## src/rtl/mem_port_arbiter_pkg.sv

```systemverilog
// Shared types for the DRAM port arbiter.
//   load_store_func_code : width/sign code forwarded to DRAM with each access
//   ARB_IF_OPERATOR      : code used for instruction fetches (word load)
//   arb_state_e          : arbiter FSM states
package mem_port_arbiter_pkg;

    typedef logic [3:0] load_store_func_code;

    localparam load_store_func_code LSF_LB  = 4'd0;
    localparam load_store_func_code LSF_LH  = 4'd1;
    localparam load_store_func_code LSF_LW  = 4'd2;
    localparam load_store_func_code LSF_LBU = 4'd4;
    localparam load_store_func_code LSF_LHU = 4'd5;
    localparam load_store_func_code LSF_SB  = 4'd8;
    localparam load_store_func_code LSF_SH  = 4'd9;
    localparam load_store_func_code LSF_SW  = 4'd10;

    localparam load_store_func_code ARB_IF_OPERATOR = LSF_LW;

    typedef enum logic [1:0] {
        ARB_IDLE     = 2'd0,
        ARB_BUSY_IF  = 2'd1,
        ARB_BUSY_LSU = 2'd2
    } arb_state_e;

endpackage

```

## src/rtl/mem_port_arbiter.sv

```systemverilog
// Arbitrates the single DRAM port between instruction fetch (IF) and the
// load/store unit (LSU). One transaction outstanding at most; LSU has priority
// unless IF has been denied STARVE_LIMIT consecutive arbitrations.
// Ports:
//   clock, reset                 : clock, async active-high reset
//   if_req/addr/flush_ip         : fetch request, address, redirect flush
//   if_gnt/rvalid/rdata_op       : fetch accept and response
//   lsu_req/we/operator/addr/wdata_ip : load/store request
//   lsu_gnt/rvalid/rdata_op      : load/store accept and response
//   mem_*_op                     : DRAM request side
//   mem_rvalid_ip, mem_rdata_ip  : DRAM response
//   spurious_op                  : sticky flag, DRAM response with nothing in flight
module mem_port_arbiter
    import mem_port_arbiter_pkg::*;
#(
    parameter int unsigned ADDR_W       = 32,
    parameter int unsigned DATA_W       = 32,
    parameter int unsigned STARVE_LIMIT = 4
) (
    input  logic                clock,
    input  logic                reset,
    input  logic                if_req_ip,
    input  logic [ADDR_W-1:0]   if_addr_ip,
    input  logic                if_flush_ip,
    output logic                if_gnt_op,
    output logic                if_rvalid_op,
    output logic [DATA_W-1:0]   if_rdata_op,
    input  logic                lsu_req_ip,
    input  logic                lsu_we_ip,
    input  load_store_func_code lsu_operator_ip,
    input  logic [ADDR_W-1:0]   lsu_addr_ip,
    input  logic [DATA_W-1:0]   lsu_wdata_ip,
    output logic                lsu_gnt_op,
    output logic                lsu_rvalid_op,
    output logic [DATA_W-1:0]   lsu_rdata_op,
    output logic                mem_req_op,
    output logic                mem_we_op,
    output load_store_func_code mem_operator_op,
    output logic [ADDR_W-1:0]   mem_addr_op,
    output logic [DATA_W-1:0]   mem_wdata_op,
    input  logic                mem_rvalid_ip,
    input  logic [DATA_W-1:0]   mem_rdata_ip,
    output logic                spurious_op
);

    localparam int unsigned SW = $clog2(STARVE_LIMIT + 1);
    localparam logic [SW-1:0] STARVE_MAX = SW'(STARVE_LIMIT);

    arb_state_e     state;
    arb_state_e     state_nxt;
    logic [SW-1:0]  starve_cnt;
    logic           discard;
    logic           lsu_store_q;
    logic           arb_cycle;
    logic           if_win;
    logic           lsu_win;
    logic           resp;

    // The port is free when idle, or when the outstanding response arrives
    // this cycle, which allows back-to-back grants.
    assign resp      = (state != ARB_IDLE) && mem_rvalid_ip;
    assign arb_cycle = (state == ARB_IDLE) || resp;
    assign if_win    = arb_cycle && if_req_ip && (!lsu_req_ip || (starve_cnt == STARVE_MAX));
    assign lsu_win   = arb_cycle && lsu_req_ip && !if_win;

    always_comb begin
        if_gnt_op       = if_win;
        lsu_gnt_op      = lsu_win;
        mem_req_op      = if_win || lsu_win;
        mem_we_op       = lsu_win && lsu_we_ip;
        mem_operator_op = '0;
        mem_addr_op     = '0;
        mem_wdata_op    = '0;
        if (lsu_win) begin
            mem_operator_op = lsu_operator_ip;
            mem_addr_op     = lsu_addr_ip;
            mem_wdata_op    = lsu_wdata_ip;
        end else if (if_win) begin
            mem_operator_op = ARB_IF_OPERATOR;
            mem_addr_op     = if_addr_ip;
        end
    end

    // A flush arriving with the response suppresses it just like a stored discard.
    always_comb begin
        if_rvalid_op  = (state == ARB_BUSY_IF) && mem_rvalid_ip && !discard && !if_flush_ip;
        lsu_rvalid_op = (state == ARB_BUSY_LSU) && mem_rvalid_ip;
        if_rdata_op   = if_rvalid_op ? mem_rdata_ip : '0;
        lsu_rdata_op  = (lsu_rvalid_op && !lsu_store_q) ? mem_rdata_ip : '0;
    end

    always_comb begin
        state_nxt = state;
        if (arb_cycle) begin
            if (if_win)
                state_nxt = ARB_BUSY_IF;
            else if (lsu_win)
                state_nxt = ARB_BUSY_LSU;
            else
                state_nxt = ARB_IDLE;
        end
    end

    always_ff @(posedge clock or posedge reset) begin
        if (reset) begin
            state       <= ARB_IDLE;
            starve_cnt  <= '0;
            discard     <= 1'b0;
            lsu_store_q <= 1'b0;
            spurious_op <= 1'b0;
        end else begin
            state <= state_nxt;

            if (lsu_win)
                lsu_store_q <= lsu_we_ip;

            if (if_win)
                starve_cnt <= '0;
            else if (lsu_win && if_req_ip && (starve_cnt != STARVE_MAX))
                starve_cnt <= starve_cnt + 1'b1;

            // Discard belongs to the in-flight fetch only; it is retired with that
            // response even if a new fetch is granted in the same cycle.
            if (state == ARB_BUSY_IF) begin
                if (mem_rvalid_ip)
                    discard <= 1'b0;
                else if (if_flush_ip)
                    discard <= 1'b1;
            end

            if ((state == ARB_IDLE) && mem_rvalid_ip)
                spurious_op <= 1'b1;
        end
    end

endmodule
```

## config.mk

```make
export PLATFORM = sky130hd
export DESIGN_NAME = mem_port_arbiter
export DESIGN_NICKNAME = d
export VERILOG_FILES = /design/src/rtl/mem_port_arbiter_pkg.sv /design/src/rtl/mem_port_arbiter.sv
export SDC_FILE = /design/constraint.sdc
export NUM_CORES = 1
export LEC_CHECK = 0
export BUFFER_PORTS_ARGS = -buffer_cell sky130_fd_sc_hd__buf_4
export CORE_AREA = 2 2 108 110
export DETAILED_ROUTE_END_ITERATION = 10
export DIE_AREA = 0 0 110 112
export PLACE_DENSITY_LB_ADDON = 0.15
export SLEW_MARGIN = 20
export SYNTH_ARGS = -nofsm -noshare
export SYNTH_HDL_FRONTEND = slang
export SYNTH_SLANG_ARGS = --single-unit
```

## constraint.sdc

```tcl
create_clock -name clock -period 1.9 [get_ports clock]
set_clock_uncertainty 0.15 [all_clocks]
set_input_delay 0.19 -clock clock [delete_from_list [all_inputs] [get_ports clock]]
set_output_delay 0.19 -clock clock [all_outputs]
set_load 0.02 [all_outputs]
```

==> run_summary.xml <==
<?xml version="1.0" encoding="UTF-8"?>
<metrics>
  <group name="run_status">
    <metric name="status" unit="">finished with violations</metric>
    <metric name="failed_checks" unit="">setup timing</metric>
  </group>
  <group name="final_layout">
    <metric name="finish.net_count" unit="">704</metric>
    <metric name="final_common_cell" unit="">buf_4</metric>
    <metric name="syn_to_final_growth" unit="%">202.1</metric>
    <metric name="most_frequent_cells_in_the_layout" unit="">buf_4 (175), buf_6 (118), and2_4 (35), nand3_1 (34), nand4_1 (32)</metric>
    <metric name="stdcell_count" unit="">704</metric>
    <metric name="post_route_cells_drive_above_1_share" unit="">0.7398</metric>
    <metric name="antenna_diode_count" unit="">0</metric>
  </group>
  <group name="power">
    <metric name="comb_power_share" unit="">0.750</metric>
    <metric name="power.density_cell_area" unit="mW/mm^2">434.1</metric>
    <metric name="p_clk_frac" unit="">0.145</metric>
    <metric name="power.share.sequential" unit="">0.105</metric>
    <metric name="total_chip_power" unit="mW">2.397</metric>
    <metric name="vdd.ir_drop.worst" unit="V">0.0003443</metric>
    <metric name="cell_internal_pwr" unit="mW">1.431</metric>
    <metric name="netSwitchingPower" unit="mW">0.9654</metric>
    <metric name="power.static_leakage" unit="nW">2.695</metric>
    <metric name="p_sw_frac" unit="">0.4028</metric>
  </group>
  <group name="grt">
    <metric name="antenna_found_initial" unit="">0</metric>
    <metric name="global_route_wire_length_before_repair" unit="um">17140</metric>
    <metric name="gr-usage-all-layers" unit="">0.1788</metric>
    <metric name="residual_overflow_from_global_routing" unit="">0</metric>
    <metric name="first_global_vias" unit="">3118</metric>
    <metric name="grt_max_degree" unit="">38</metric>
  </group>
  <group name="yosys">
    <metric name="synth.largest_area_cell" unit="">and2_1</metric>
    <metric name="ys_seq_elements" unit="">8</metric>
    <metric name="netlist-cell-type-count" unit="">32</metric>
    <metric name="yosys.area.top_type_share" unit="">0.2225</metric>
    <metric name="mappedNetlistArea" unit="sq mm">0.001828</metric>
    <metric name="syn_inst" unit="">278</metric>
    <metric name="syn_area_per_cell" unit="sq um">6.576</metric>
    <metric name="synth-seq-area-share" unit="">0.1095</metric>
    <metric name="ys_warn_count" unit="">0</metric>
    <metric name="synth_area_leaders" unit="">and2_1 (22%), and3_1 (13%), dfrtp_1 (11%), nand4_1 (11%), nand3_1 (9.3%)</metric>
    <metric name="synthesis.nets" unit="">419</metric>
  </group>
  <group name="floorplan">
    <metric name="standard_cell_rows" unit="">39</metric>
    <metric name="die_y" unit="um">112</metric>
    <metric name="die_w" unit="um">110</metric>
    <metric name="floorplan.initialDensity" unit="">0.1636</metric>
    <metric name="die_area" unit="sq mm">0.01232</metric>
    <metric name="io_pins" unit="">278</metric>
    <metric name="coreArea" unit="sq mm">0.01117</metric>
  </group>
  <group name="routing">
    <metric name="met1_length" unit="um">4978</metric>
    <metric name="antenna_violating_nets_post_route" unit="">0</metric>
    <metric name="first_iter_violations" unit="">225</metric>
    <metric name="highest-signal-layer" unit="">met4</metric>
    <metric name="viasPerCell" unit="">4.705</metric>
    <metric name="routed_wirelength" unit="um">13500</metric>
    <metric name="detailroute.via_count" unit="">3312</metric>
    <metric name="post_drt_wl_per_cell" unit="um">19.17</metric>
    <metric name="drc_errors" unit="">0</metric>
    <metric name="met3WireLength" unit="um">1087</metric>
    <metric name="detailedRoute.firstPassIterationCount" unit="">4</metric>
    <metric name="wl_met2" unit="um">7304</metric>
  </group>
  <group name="clock_tree">
    <metric name="cts.htree.levels" unit="">1</metric>
    <metric name="cts_made_buffers" unit="">3</metric>
    <metric name="clock_insertion_delay_at_the_later_pin_of_the_skew_report" unit="ns">0.23</metric>
    <metric name="clockRootBuffer" unit="">clkbuf_16</metric>
    <metric name="tritoncts" unit="">done</metric>
    <metric name="clockBufferDepth" unit="">2</metric>
    <metric name="clock_sinks" unit="">8</metric>
    <metric name="worst_setup_hold_path_clk_slew" unit="ns">0.03</metric>
  </group>
  <group name="setup_path">
    <metric name="worst-r2r-cell-count" unit="">7</metric>
    <metric name="critical_path.n_buffers_inverters" unit="">3</metric>
    <metric name="startpoint_type" unit="">register</metric>
    <metric name="worstSetupPathType" unit="">reg2out</metric>
    <metric name="worstPathMaxFanout" unit="">6</metric>
    <metric name="worstSetupEndpointType" unit="">output port</metric>
    <metric name="worst-r2r-setup-slack" unit="ns">0.20</metric>
    <metric name="worst-endpoint-required" unit="ns">1.56</metric>
    <metric name="timing.critical_path.arrival" unit="ns">1.70</metric>
    <metric name="crit_path_max_incr_delay" unit="ns">0.36</metric>
    <metric name="critical_path.reg2reg.startpoint" unit="">starve_cnt[0]$_DFFE_PP0P_</metric>
    <metric name="critPathSlowestCell" unit="">dfrtp_1</metric>
    <metric name="cpLargestDelayFamily" unit="">buffers and inverters</metric>
    <metric name="critical_path.cell_chain" unit="">inv_2 -&gt; ha_4 -&gt; a21bo_4 -&gt; and2_4 -&gt; clkbuf_16 -&gt; o21ai_4 -&gt; buf_6</metric>
    <metric name="reg2reg_to" unit="">state[0]$_DFFE_PP0N_</metric>
  </group>
  <group name="timing">
    <metric name="finalWorstSetupSlack" unit="ns">-0.1401</metric>
    <metric name="fin_crit" unit="ns">2.040</metric>
    <metric name="finalHoldViolCount" unit="">0</metric>
    <metric name="share_of_the_cycle_needed_by_the_critical_path_after_routing" unit="">1.074</metric>
    <metric name="relSlewSlack" unit="">0.7438</metric>
    <metric name="setup_viol" unit="">86</metric>
    <metric name="worst_hold_slack" unit="ns">0.04056</metric>
    <metric name="worst_slew_pin_slew" unit="ns">0.3844</metric>
    <metric name="maxClockFrequency" unit="MHz">490.2</metric>
    <metric name="rsz0062_at_grt" unit="">true</metric>
    <metric name="final-max-slew-violation-count" unit="">0</metric>
  </group>
  <group name="flow_run">
    <metric name="drv.max_cap_violation_count" unit="">0</metric>
  </group>
  <group name="placed_design">
    <metric name="placed_cells_incl_taps" unit="">677</metric>
    <metric name="post-dp-hpwl" unit="um">8965</metric>
    <metric name="port_buffers" unit="">277</metric>
    <metric name="routabilityCongestion" unit="">0.8253</metric>
  </group>
  <group name="worst_hold_path">
    <metric name="min_delay_worst_endpoint" unit="">state[0]$_DFFE_PP0N_</metric>
    <metric name="worstHoldPathCells" unit="">2</metric>
    <metric name="hp-start" unit="">mem_rvalid_ip</metric>
    <metric name="hold_class" unit="">in2reg</metric>
  </group>
</metrics>
[logic make-up after synthesis]
| kind of cell | synth area share |
|---|---|
| AND/OR/NAND/NOR | 0.5989 |
| buffers and inverters | 0.1239 |
| AO/OA/AOI/OAI | 0.1355 |
| flip-flops | 0.1095 |
| multiplexers | 0.01848 |
| adder cells (fa/ha/maj) | 0.01369 |
[power groups by stage]
stage                     sequential, mW  clock (mW)  combinational (mW)
after floorplan                    0.245           0               0.661
after global placement             0.247           0                1.26
after detailed placement           0.250           0                1.27
after CTS                          0.247       0.357                1.47
after global routing               0.256       0.367                1.91
final                              0.252       0.347                1.80
[cell usage after synthesis, drive strengths merged]
cell type,n
and2,66
and3,37
nand3,34
o21ai,33
nand4,32
buf,22
clkbuf,13
dfrtp,8
inv,8
nand2,4
mux2,3
a31oi,2
ha,2
nand3b,2
nor2,2
o21bai,2
a21bo,1
a21o,1
a31o,1
and3b,1
nor2b,1
nor3,1
o2bb2ai,1
o311ai,1
[metal layers]
layer | vias to the layer above | global-route usage
met5 | - | 0
met4 | 0 | 0.02025
met3 | 12 | 0.03630
met2 | 180 | 0.3329
met1 | 1558 | 0.2131
li1 | 1562 | -
[layout make-up]
cell class / instances / area [sq um]
fill: 1027 / 5653
timing repair buffer: 313 / 3073
multi-input combinational: 229 / 1963
sequential: 8 / 201.4
tap: 143 / 178.9
clock buffer: 3 / 75.07
inverter: 8 / 30.03
[worst reg2reg max path, cell delays in order, from the launching register on]
cell      delay, ns
dfrtp_1        0.36
inv_2          0.05
ha_4           0.16
a21bo_4        0.23
buf_8          0.16
and3_1         0.19
buf_4          0.14
o21bai_1       0.15
[per-stage QoR]
step | worst slack [ns] | TNS [ns] | area, sq um | util
6_report | -0.1401 | -6.736 | 5522 | 0.4941
5_1_grt | -0.1933 | -13.97 | 5522 | 0.4941
4_1_cts | -0.1379 | -7.614 | 4534 | 0.4058
3_5_place_dp | -0.02772 | -0.4986 | 4091 | 0.3661
3_3_place_gp | 0.01740 | 0 | 4091 | 0.3661
2_1_floorplan | -0.05704 | -1.278 | 1862 | -
[what timing repair did]
item | in CTS | in global routing
hold buffers | 1 | 0
gates cloned | 4 | 10
endpoints found under the setup margin | 75 | 136
pin swaps | 3 | 72
setup buffers | 5 | 4
resized for setup | 63 | 178
hold endpoints to repair | 8 | 0
[registers in the layout, indices dropped and copies added (netlist names)]
signal and count:
lsu_store_q 1, discard 1, starve_cnt 3, state 2
spurious_op 1
[worst max path at each step]
stage                                         start               end  slack [ns]  cells after the start
after detailed placement  starve_cnt[1]$_DFFE_PP0P_  mem_wdata_op[18]       -0.03                      7
after CTS                 starve_cnt[0]$_DFFE_PP0P_   mem_addr_op[26]       -0.14                      7
after floorplan           starve_cnt[0]$_DFFE_PP0P_    mem_addr_op[0]       -0.06                      7
after global routing      starve_cnt[1]$_DFFE_PP0P_   mem_addr_op[28]       -0.19                      7
after global placement    starve_cnt[1]$_DFFE_PP0P_  mem_wdata_op[14]        0.02                      7
final                     starve_cnt[0]$_DFFE_PP0P_   mem_addr_op[28]       -0.14                      7
No activity file was read; power rests on OpenSTA's default activity.
